## src/rtl/hazard_ctrl_pkg.sv

```systemverilog
// Shared register-file sizing, forwarding-select encodings and FSM states
// for the pipeline hazard controller.
package hazard_ctrl_pkg;

  localparam int REG_SIZE = 5;

  localparam logic [1:0] FWD_REGFILE = 2'b00;
  localparam logic [1:0] FWD_MEM     = 2'b10;
  localparam logic [1:0] FWD_WB      = 2'b01;

  typedef enum logic {
    RUN     = 1'b0,
    MD_BUSY = 1'b1
  } mdState_t;

  // Register 0 is hardwired, so a write to it can never create a dependency.
  function automatic logic regHit(input logic [REG_SIZE-1:0] dst,
                                  input logic                we,
                                  input logic [REG_SIZE-1:0] src);
    return we && (dst != '0) && (dst == src);
  endfunction

endpackage

```

## src/rtl/hazard_ctrl_md_seq.sv

```systemverilog
// Mul/div occupancy sequencer: holds EX for MD_LATENCY cycles and pulses
// mdDone on the final one.
module md_seq
  import hazard_ctrl_pkg::*;
#(
  parameter int MD_LATENCY = 8,
  parameter int CNT_W      = $clog2(MD_LATENCY)
) (
  input  logic clk,
  input  logic rst,
  input  logic mdStartE,
  output logic mdBusy,
  output logic mdDone
);

  // The entry cycle counts as the first occupancy cycle, so the counter
  // covers the remaining MD_LATENCY-1 cycles including the done cycle.
  localparam logic [CNT_W-1:0] CNT_LOAD = CNT_W'(MD_LATENCY - 2);

  mdState_t         state;
  mdState_t         stateNext;
  logic [CNT_W-1:0] cnt;
  logic [CNT_W-1:0] cntNext;

  always_ff @(posedge clk) begin
    if (rst) begin
      state <= RUN;
      cnt   <= '0;
    end else begin
      state <= stateNext;
      cnt   <= cntNext;
    end
  end

  always_comb begin
    stateNext = state;
    cntNext   = cnt;
    mdBusy    = 1'b0;
    mdDone    = 1'b0;
    unique case (state)
      RUN: begin
        if (mdStartE) begin
          mdBusy    = 1'b1;
          stateNext = MD_BUSY;
          cntNext   = CNT_LOAD;
        end
      end
      MD_BUSY: begin
        // mdStartE is ignored here: the instruction still in EX is the one
        // that started this sequence.
        if (cnt != '0) begin
          mdBusy  = 1'b1;
          cntNext = cnt - CNT_W'(1);
        end else begin
          mdDone    = 1'b1;
          stateNext = RUN;
        end
      end
      default: stateNext = RUN;
    endcase
  end

endmodule

```

## src/rtl/hazard_ctrl.sv

```systemverilog
// Hazard controller for the 5-stage core: forwarding selects, load-use and
// branch stalls, control-flow flushes and mul/div occupancy of EX.
module hazard_ctrl
  import hazard_ctrl_pkg::*;
#(
  parameter int MD_LATENCY = 8,
  parameter int CNT_W      = $clog2(MD_LATENCY)
) (
  input  logic                clk,
  input  logic                rst,
  input  logic [REG_SIZE-1:0] rsD,
  input  logic [REG_SIZE-1:0] rtD,
  input  logic [REG_SIZE-1:0] rsE,
  input  logic [REG_SIZE-1:0] rtE,
  input  logic [REG_SIZE-1:0] writeRegE,
  input  logic [REG_SIZE-1:0] writeRegM,
  input  logic [REG_SIZE-1:0] writeRegW,
  input  logic                Regfile_weE,
  input  logic                Regfile_weM,
  input  logic                Regfile_weW,
  input  logic                memToRegE,
  input  logic                memToRegM,
  input  logic                branchD,
  input  logic                jumpD,
  input  logic                branchTakenD,
  input  logic                mdStartE,
  output logic                stallF,
  output logic                stallD,
  output logic                stallE,
  output logic                flushD,
  output logic                flushE,
  output logic                bubbleM,
  output logic                forwardAD,
  output logic                forwardBD,
  output logic [1:0]          forwardAE,
  output logic [1:0]          forwardBE,
  output logic                mdBusy,
  output logic                mdDone
);

  logic lwStall;
  logic brStall;
  logic depE;
  logic loadDepM;

  md_seq #(
    .MD_LATENCY (MD_LATENCY),
    .CNT_W      (CNT_W)
  ) u_mdSeq (
    .clk      (clk),
    .rst      (rst),
    .mdStartE (mdStartE),
    .mdBusy   (mdBusy),
    .mdDone   (mdDone)
  );

  always_comb begin
    forwardAE = FWD_REGFILE;
    if (regHit(writeRegM, Regfile_weM, rsE))      forwardAE = FWD_MEM;
    else if (regHit(writeRegW, Regfile_weW, rsE)) forwardAE = FWD_WB;

    forwardBE = FWD_REGFILE;
    if (regHit(writeRegM, Regfile_weM, rtE))      forwardBE = FWD_MEM;
    else if (regHit(writeRegW, Regfile_weW, rtE)) forwardBE = FWD_WB;
  end

  assign forwardAD = regHit(writeRegM, Regfile_weM, rsD);
  assign forwardBD = regHit(writeRegM, Regfile_weM, rtD);

  // The branch comparator sits in ID, so it must wait for any EX result and
  // for a load whose data only appears at the end of MEM.
  assign depE     = regHit(writeRegE, Regfile_weE, rsD) | regHit(writeRegE, Regfile_weE, rtD);
  assign loadDepM = memToRegM &
                    (regHit(writeRegM, Regfile_weM, rsD) | regHit(writeRegM, Regfile_weM, rtD));
  assign lwStall  = memToRegE & depE;
  assign brStall  = branchD & (depE | loadDepM);

  always_comb begin
    stallF  = 1'b0;
    stallD  = 1'b0;
    stallE  = 1'b0;
    flushD  = 1'b0;
    flushE  = 1'b0;
    bubbleM = 1'b0;
    if (mdBusy) begin
      // ID is frozen too, so its own hazards are re-evaluated on release.
      stallF  = 1'b1;
      stallD  = 1'b1;
      stallE  = 1'b1;
      bubbleM = 1'b1;
    end else if (lwStall || brStall) begin
      stallF = 1'b1;
      stallD = 1'b1;
      flushE = 1'b1;
    end else begin
      flushD = jumpD | (branchD & branchTakenD);
    end
  end

endmodule

```

## config.mk

```make
export PLATFORM = sky130hd
export DESIGN_NAME = hazard_ctrl
export DESIGN_NICKNAME = d
export VERILOG_FILES = /design/src/rtl/hazard_ctrl_pkg.sv /design/src/rtl/hazard_ctrl_md_seq.sv /design/src/rtl/hazard_ctrl.sv
export SDC_FILE = /design/constraint.sdc
export NUM_CORES = 1
export LEC_CHECK = 0
export CAP_MARGIN = 25
export CORE_MARGIN = 4
export CORE_UTILIZATION = 36
export CTS_BUF_LIST = sky130_fd_sc_hd__clkbuf_4
export DETAILED_ROUTE_END_ITERATION = 16
export GPL_TIMING_DRIVEN = 0
export HOLD_SLACK_MARGIN = 0.12
export PLACE_DENSITY = 0.8
export SYNTH_ARGS = -nofsm -noshare
export SYNTH_HDL_FRONTEND = slang
export SYNTH_HIERARCHICAL = 1
export SYNTH_SLANG_ARGS = --single-unit
```

## constraint.sdc

```tcl
create_clock -name clk -period 2.6 [get_ports clk]
set_input_delay 0.65 -clock clk [delete_from_list [all_inputs] [get_ports clk]]
set_output_delay 0.65 -clock clk [all_outputs]
set_load 0.02 [all_outputs]
```

==> impl_metrics.ini, run 1 <==
[status]
outcome = finished, violations left
violations = negative setup slack

[yosys]
synth.area.mux_share_pct = 0
synth_top_area_share_pct = 25.26
yosysSeqAreaShare_pct = 9.624
synth_edf_count = 0
ys_types = 29
synth_top_family_by_area = XOR/XNOR gates
synth_area_um2 = 832.0
synth_adder_area_share_pct = 3.008
syn_avg_cell_area_um2 = 7.924
yosys.area_share.xor_xnor_pct = 42.11
synth_ff_type = dfxtp_1
synth-simple-area-share_pct = 27.67
ys_warn_count = 6
yosysMostFrequentCell = xor2_1
synth-compound-area-share_pct = 10.53
syn_inst = 105
synth_area_leaders = xor2_1, xnor2_1, dfxtp_1
syn_nets = 153
yosysTopAreaCell = xor2_1
async_reset_ff_share_pct = 0
synthTopCellsByCount = xor2_1, xnor2_1, nand3_1, nor2_1, nor3_1
ys_ff_latch = 4

[floorplanning]
core_um2 = 2212
initial_utilization_pct = 37.61
io_pins = 60
fp.dieW_um = 56.08
die_area_um2 = 3144
die_h_um = 56.08
rows = 17

[setup_path]
critical-path-slowest-cell = a211o_1
critPathLaunchType = primary input
cpPeakStageDelay_ns = 0.35
rr_startpoint = u_mdSeq/cnt[0]
path_class = primary input to primary output
end_kind = primary output
crit_arrival_ns = 2.08
cp_common_cell = buf_6
critPathMaxFanout = 3
cp-startpoint = writeRegM[1]
worstPathRequired_ns = 1.95
crit_path_cell_trace = buf_12 > buf_4 > xor2_1 > nor3_1 > nand3_1 > a211o_1 > nand3b_1 > buf_6 > buf_6

[pwr]
p_leak_nw = 0.6882
peakVddDrop_v = 0.0003493
p_per_area_nw_per_um2 = 272.4

[clock_network]
ctsHoldBuffers = 0
clk_latency_ns = 0.23
cts_buffers = 3
cts_tree = done
clockBufferDepth = 2
cts.sinks = 4
htreeDepth = 1
root_buffer = clkbuf_4
clk_pin_slew_ns = 0.04

[timing]
fmax_mhz = 365.7
finalSetupViolations = 5
hold_viol = 0
period_minus_slack_ns = 2.734
slew_viol_final = 0
finalCritPeriodShare_pct = 105.2
skew_ns = 0.003071
worstMarginPinSlew_ns = 0.2908
slew_headroom_pct = 80.47
rsz0062_at_grt = true
setup_tns_ns = -0.4269
worst_slack_ns = -0.1344

[route]
routed_via_density = 4.915
wl_per_cell_um = 14.43
drcViolationCount = 0
wirelength_mm = 2.901
drt_iter0_markers = 14
vias = 988
ant_nets = 0
first_pass_iters = 4

[grt]
track_usage_pct = 18.33
grt_overflow = 0
grt_pass1_vias = 1062
grt_pass1_wl_mm = 4.767
grt_start_max_net_pins = 9
grt_antenna_before_repair = 0

[final_layout]
antenna_cells = 0
drive_gt1_share_pct = 36.42
area_growth_pct = 91.43
fin_nets = 223
fin_util_pct = 72.00

[placed_design]
dp_hpwl_mm = 2.260
io_buffer_count = 54
place.gp.congestion = 0.8508
place_worst_setup_slack_ns = -0.9759

[flow_run]
drv_cap = 0

[hold_path]
hold_path.startpoint = u_mdSeq/cnt[1]
hold_class = register to register
-- placed cells by master (no fill, tap or decap), types with 5 or more instances in the layout --
cell type        synthesis  layout
buf_4                    3      21
xor2_1                  24      23
clkbuf_2                 0       6
clkdlybuf4s50_1          0      14
nand3_1                  7       7
nor2_1                   6       5
dlygate4sd2_1            0      10
buf_6                    1       7
xnor2_1                 16      16
-- layer usage --
metal	GRT usage, %	part of all wire (%)	vias up
met4	4.407	0	0
met5	0	0	-
met1	18.22	38	460
li1	-	-	494
met3	5.104	5.9	0
met2	36.56	56	34
-- final timing paths --
| check | endpoint | slack, ns | cells after the start |
|---|---|---|---|
| max | stallF | -0.13 | 9 |
| min | u_mdSeq/cnt[1] | 0.48 | 1 |
| max reg2reg | u_mdSeq/cnt[0] | 1.32 | 5 |
| min reg2reg | u_mdSeq/cnt[1] | 0.48 | 1 |
-- logic make-up (layout without fill, tap and decap cells) --
kind of cell / after synthesis / after routing
simple gates: 37 / 37
flops: 4 / 4
fa+ha+maj: 2 / 2
compound gates: 12 / 12
buf+inv: 10 / 78
xor+xnor: 40 / 40
-- power by group --
part / switching [mW] / leakage, nW / internal [mW] / total, mW
clock: 0.0238 / 0.0138 / 0.0515 / 0.0753
combinational: 0.133 / 0.641 / 0.151 / 0.285
sequential: 0.00553 / 0.0333 / 0.0686 / 0.0741
total: 0.163 / 0.688 / 0.271 / 0.434
-- worst max-delay path: cells and delay by family --
kind	cells	cell delay (ns)
xor gates and xnor gates	1	0.16
buffers and inverters	4	0.44
and+or+nand+nor	3	0.48
AOI/OAI and AO/OA	1	0.35
-- final cells by class --
type | count | area, µm²
Fill cell | 180 | 619.3
Sequential cell | 4 | 80.08
Multi-Input combinational cell | 91 | 782.0
Clock buffer | 3 | 22.52
Tap cell | 28 | 35.03
Inverter | 2 | 7.507
Buffer | 8 | 102.6
Timing Repair Buffer | 65 | 563.0
-- repair_timing --
| item | CTS | global route |
|---|---|---|
| gates resized for setup | 104 | 46 |
| buffers inserted | 7 | 5 |
| setup endpoints to repair | 13 | 10 |
| pin swaps | 13 | 11 |
-- per-stage QoR --
stage	hold slack (ns)	instances	area, µm²	power [mW]
global placement	0.4494	187	1440	0.3346
floorplan	0.4407	105	864.6	0.2128
CTS	0.4705	197	1525	0.4217
global route	0.5056	201	1593	0.4676
detailed placement	0.4577	187	1440	0.3393
finish	0.4771	201	1593	0.4339
-- flip-flops by register name (all words and copies together) (netlist names) --
signal and flops:
u_mdSeq/state 1, u_mdSeq/cnt 3
Note: power is estimated with default switching activity, not from simulation.
==> run 2, diff against run 1 <==
SLEW_MARGIN = 0   (was default)
==> results of run 2 <==
The final DEF is identical to that of run 1; final timing and power are the same.
==> run 3, diff against run 2 <==
REMOVE_ABC_BUFFERS = 1   (was default)
clock period = 2.7 ns   (was 2.6 ns; I/O delays follow)
==> impl_metrics.ini, run 3 (synthesis results as in run 1) <==
[floorplanning]
die_area_um2 = 3144
initial_utilization_pct = 37.61
io_pins = 60
core_um2 = 2212
rows = 17
fp.dieW_um = 56.08
die_h_um = 56.08

[status]
outcome = finished, violations left
violations = negative setup slack

[setup_path]
critPathLaunchType = primary input
worstPathRequired_ns = 2.03
critPathMaxFanout = 4
path_class = primary input to primary output
end_kind = primary output
crit_arrival_ns = 2.06

[hold_path]
hold_class = register to register

[grt]
grt_overflow = 0
grt_start_max_net_pins = 9
track_usage_pct = 18.71
grt_pass1_wl_mm = 4.781
grt_antenna_before_repair = 0
grt_pass1_vias = 1128

[final_layout]
final_cell_mix = xor2_1, xnor2_1, clkdlybuf4s50_1, dlygate4sd2_1, buf_4
fin_nets = 215
antenna_cells = 0
final_common_cell = xor2_1
top_regs = u_mdSeq/cnt: 3 flops, u_mdSeq/state: 1 flops
regMostFlops = u_mdSeq/cnt
area_growth_pct = 76.09
largest_reg_flops = 3
drive_gt1_share_pct = 29.09
fin_util_pct = 66.23

[placed_design]
io_buffer_count = 59
dp_hpwl_mm = 2.364
place.gp.congestion = 0.8865

[timing]
finalSetupViolations = 6
fmax_mhz = 366.2
slew_headroom_pct = 79.01
finalCritPeriodShare_pct = 101.1
worst_slack_ns = -0.03049
hold_viol = 0
rsz0062_at_grt = true
whs_ns = 0.4771
worstMarginPinSlew_ns = 0.3145
slew_viol_final = 0
period_minus_slack_ns = 2.730
skew_ns = 0.0002293

[route]
wl_per_cell_um = 14.96
first_pass_iters = 3
drcViolationCount = 0
wirelength_mm = 2.887
routed_via_density = 5.098
vias = 984
drt_iter0_markers = 3
ant_nets = 0

[clock_network]
clockBufferDepth = 2
cts.sinks = 4
ctsHoldBuffers = 0
clk_pin_slew_ns = 0.03
htreeDepth = 1
clk_latency_ns = 0.23
root_buffer = clkbuf_4
cts_buffers = 3
cts_tree = done

[pwr]
internal-power_uw = 243.6
comb_power_share_pct = 63.6
p_switching_uw = 147.3
swShare_pct = 37.68
p_per_area_nw_per_um2 = 266.8
p_clk_share_pct = 18.3
power.share.sequential_pct = 18.1
p_leak_nw = 0.6189
peakVddDrop_v = 0.0002955

[flow_run]
drv_cap = 0
## run 3: worst paths after layout
kind,slack [ns],endpoint,startpoint,cells past startpoint
max,-0.03,forwardBE[0],writeRegM[4],6
min,0.48,u_mdSeq/cnt[1],u_mdSeq/cnt[1],1
min reg2reg,0.48,u_mdSeq/cnt[1],u_mdSeq/cnt[1],1
max reg2reg,1.34,u_mdSeq/cnt[1],u_mdSeq/cnt[0],5
## run 3: power by group through the flow
stage | Combinational [mW] | Clock (mW) | Sequential (mW)
3_3_place_gp | 0.239 | 0 | 0.0713
4_1_cts | 0.238 | 0.0760 | 0.0708
2_1_floorplan | 0.109 | 0 | 0.0704
6_report | 0.249 | 0.0713 | 0.0708
3_5_place_dp | 0.245 | 0 | 0.0716
5_1_grt | 0.269 | 0.0769 | 0.0721
## run 3: per-layer routing
layer	routed length, µm	GRT usage (%)
met5	0	0
met3	209	4.176
met2	1637	35.73
met4	48	9.831
met1	992	18.36
## run 3: repair_timing
item | 4_1_cts | 5_1_grt
cloned | 0 | 0
pin swaps | 12 | 16
endpoints found under the setup margin | 13 | 10
buffers inserted | 6 | 0
gates resized for setup | 124 | 30
## run 3: critical path: stages
cell	delay, ns
buf_8	0.10
or4_4	0.53
o21ai_4	0.21
nor4_2	0.09
nor4_2	0.27
buf_4	0.18
## run 3: layout make-up
cell class	count	area, µm²
well taps	28	35.03
flip-flops and latches	4	80.08
fillers	192	747.0
clock buffers	3	22.52
inverters	2	7.507
multi-input cells	91	739.5
repair buffers	65	580.6
## run 3: metrics by stage
stage | power [mW] | std cells | setup TNS [ns] | setup slack [ns] | area, µm²
floorplan | 0.1799 | 97 | -0.03661 | -0.01831 | 780.7
global placement | 0.3099 | 184 | -8.604 | -1.013 | 1406
detailed placement | 0.3170 | 184 | -8.729 | -1.018 | 1406
CTS | 0.3846 | 193 | -0.06423 | -0.06423 | 1445
global route | 0.4178 | 193 | -0.4594 | -0.08758 | 1465
finish | 0.3908 | 193 | -0.1052 | -0.03049 | 1465
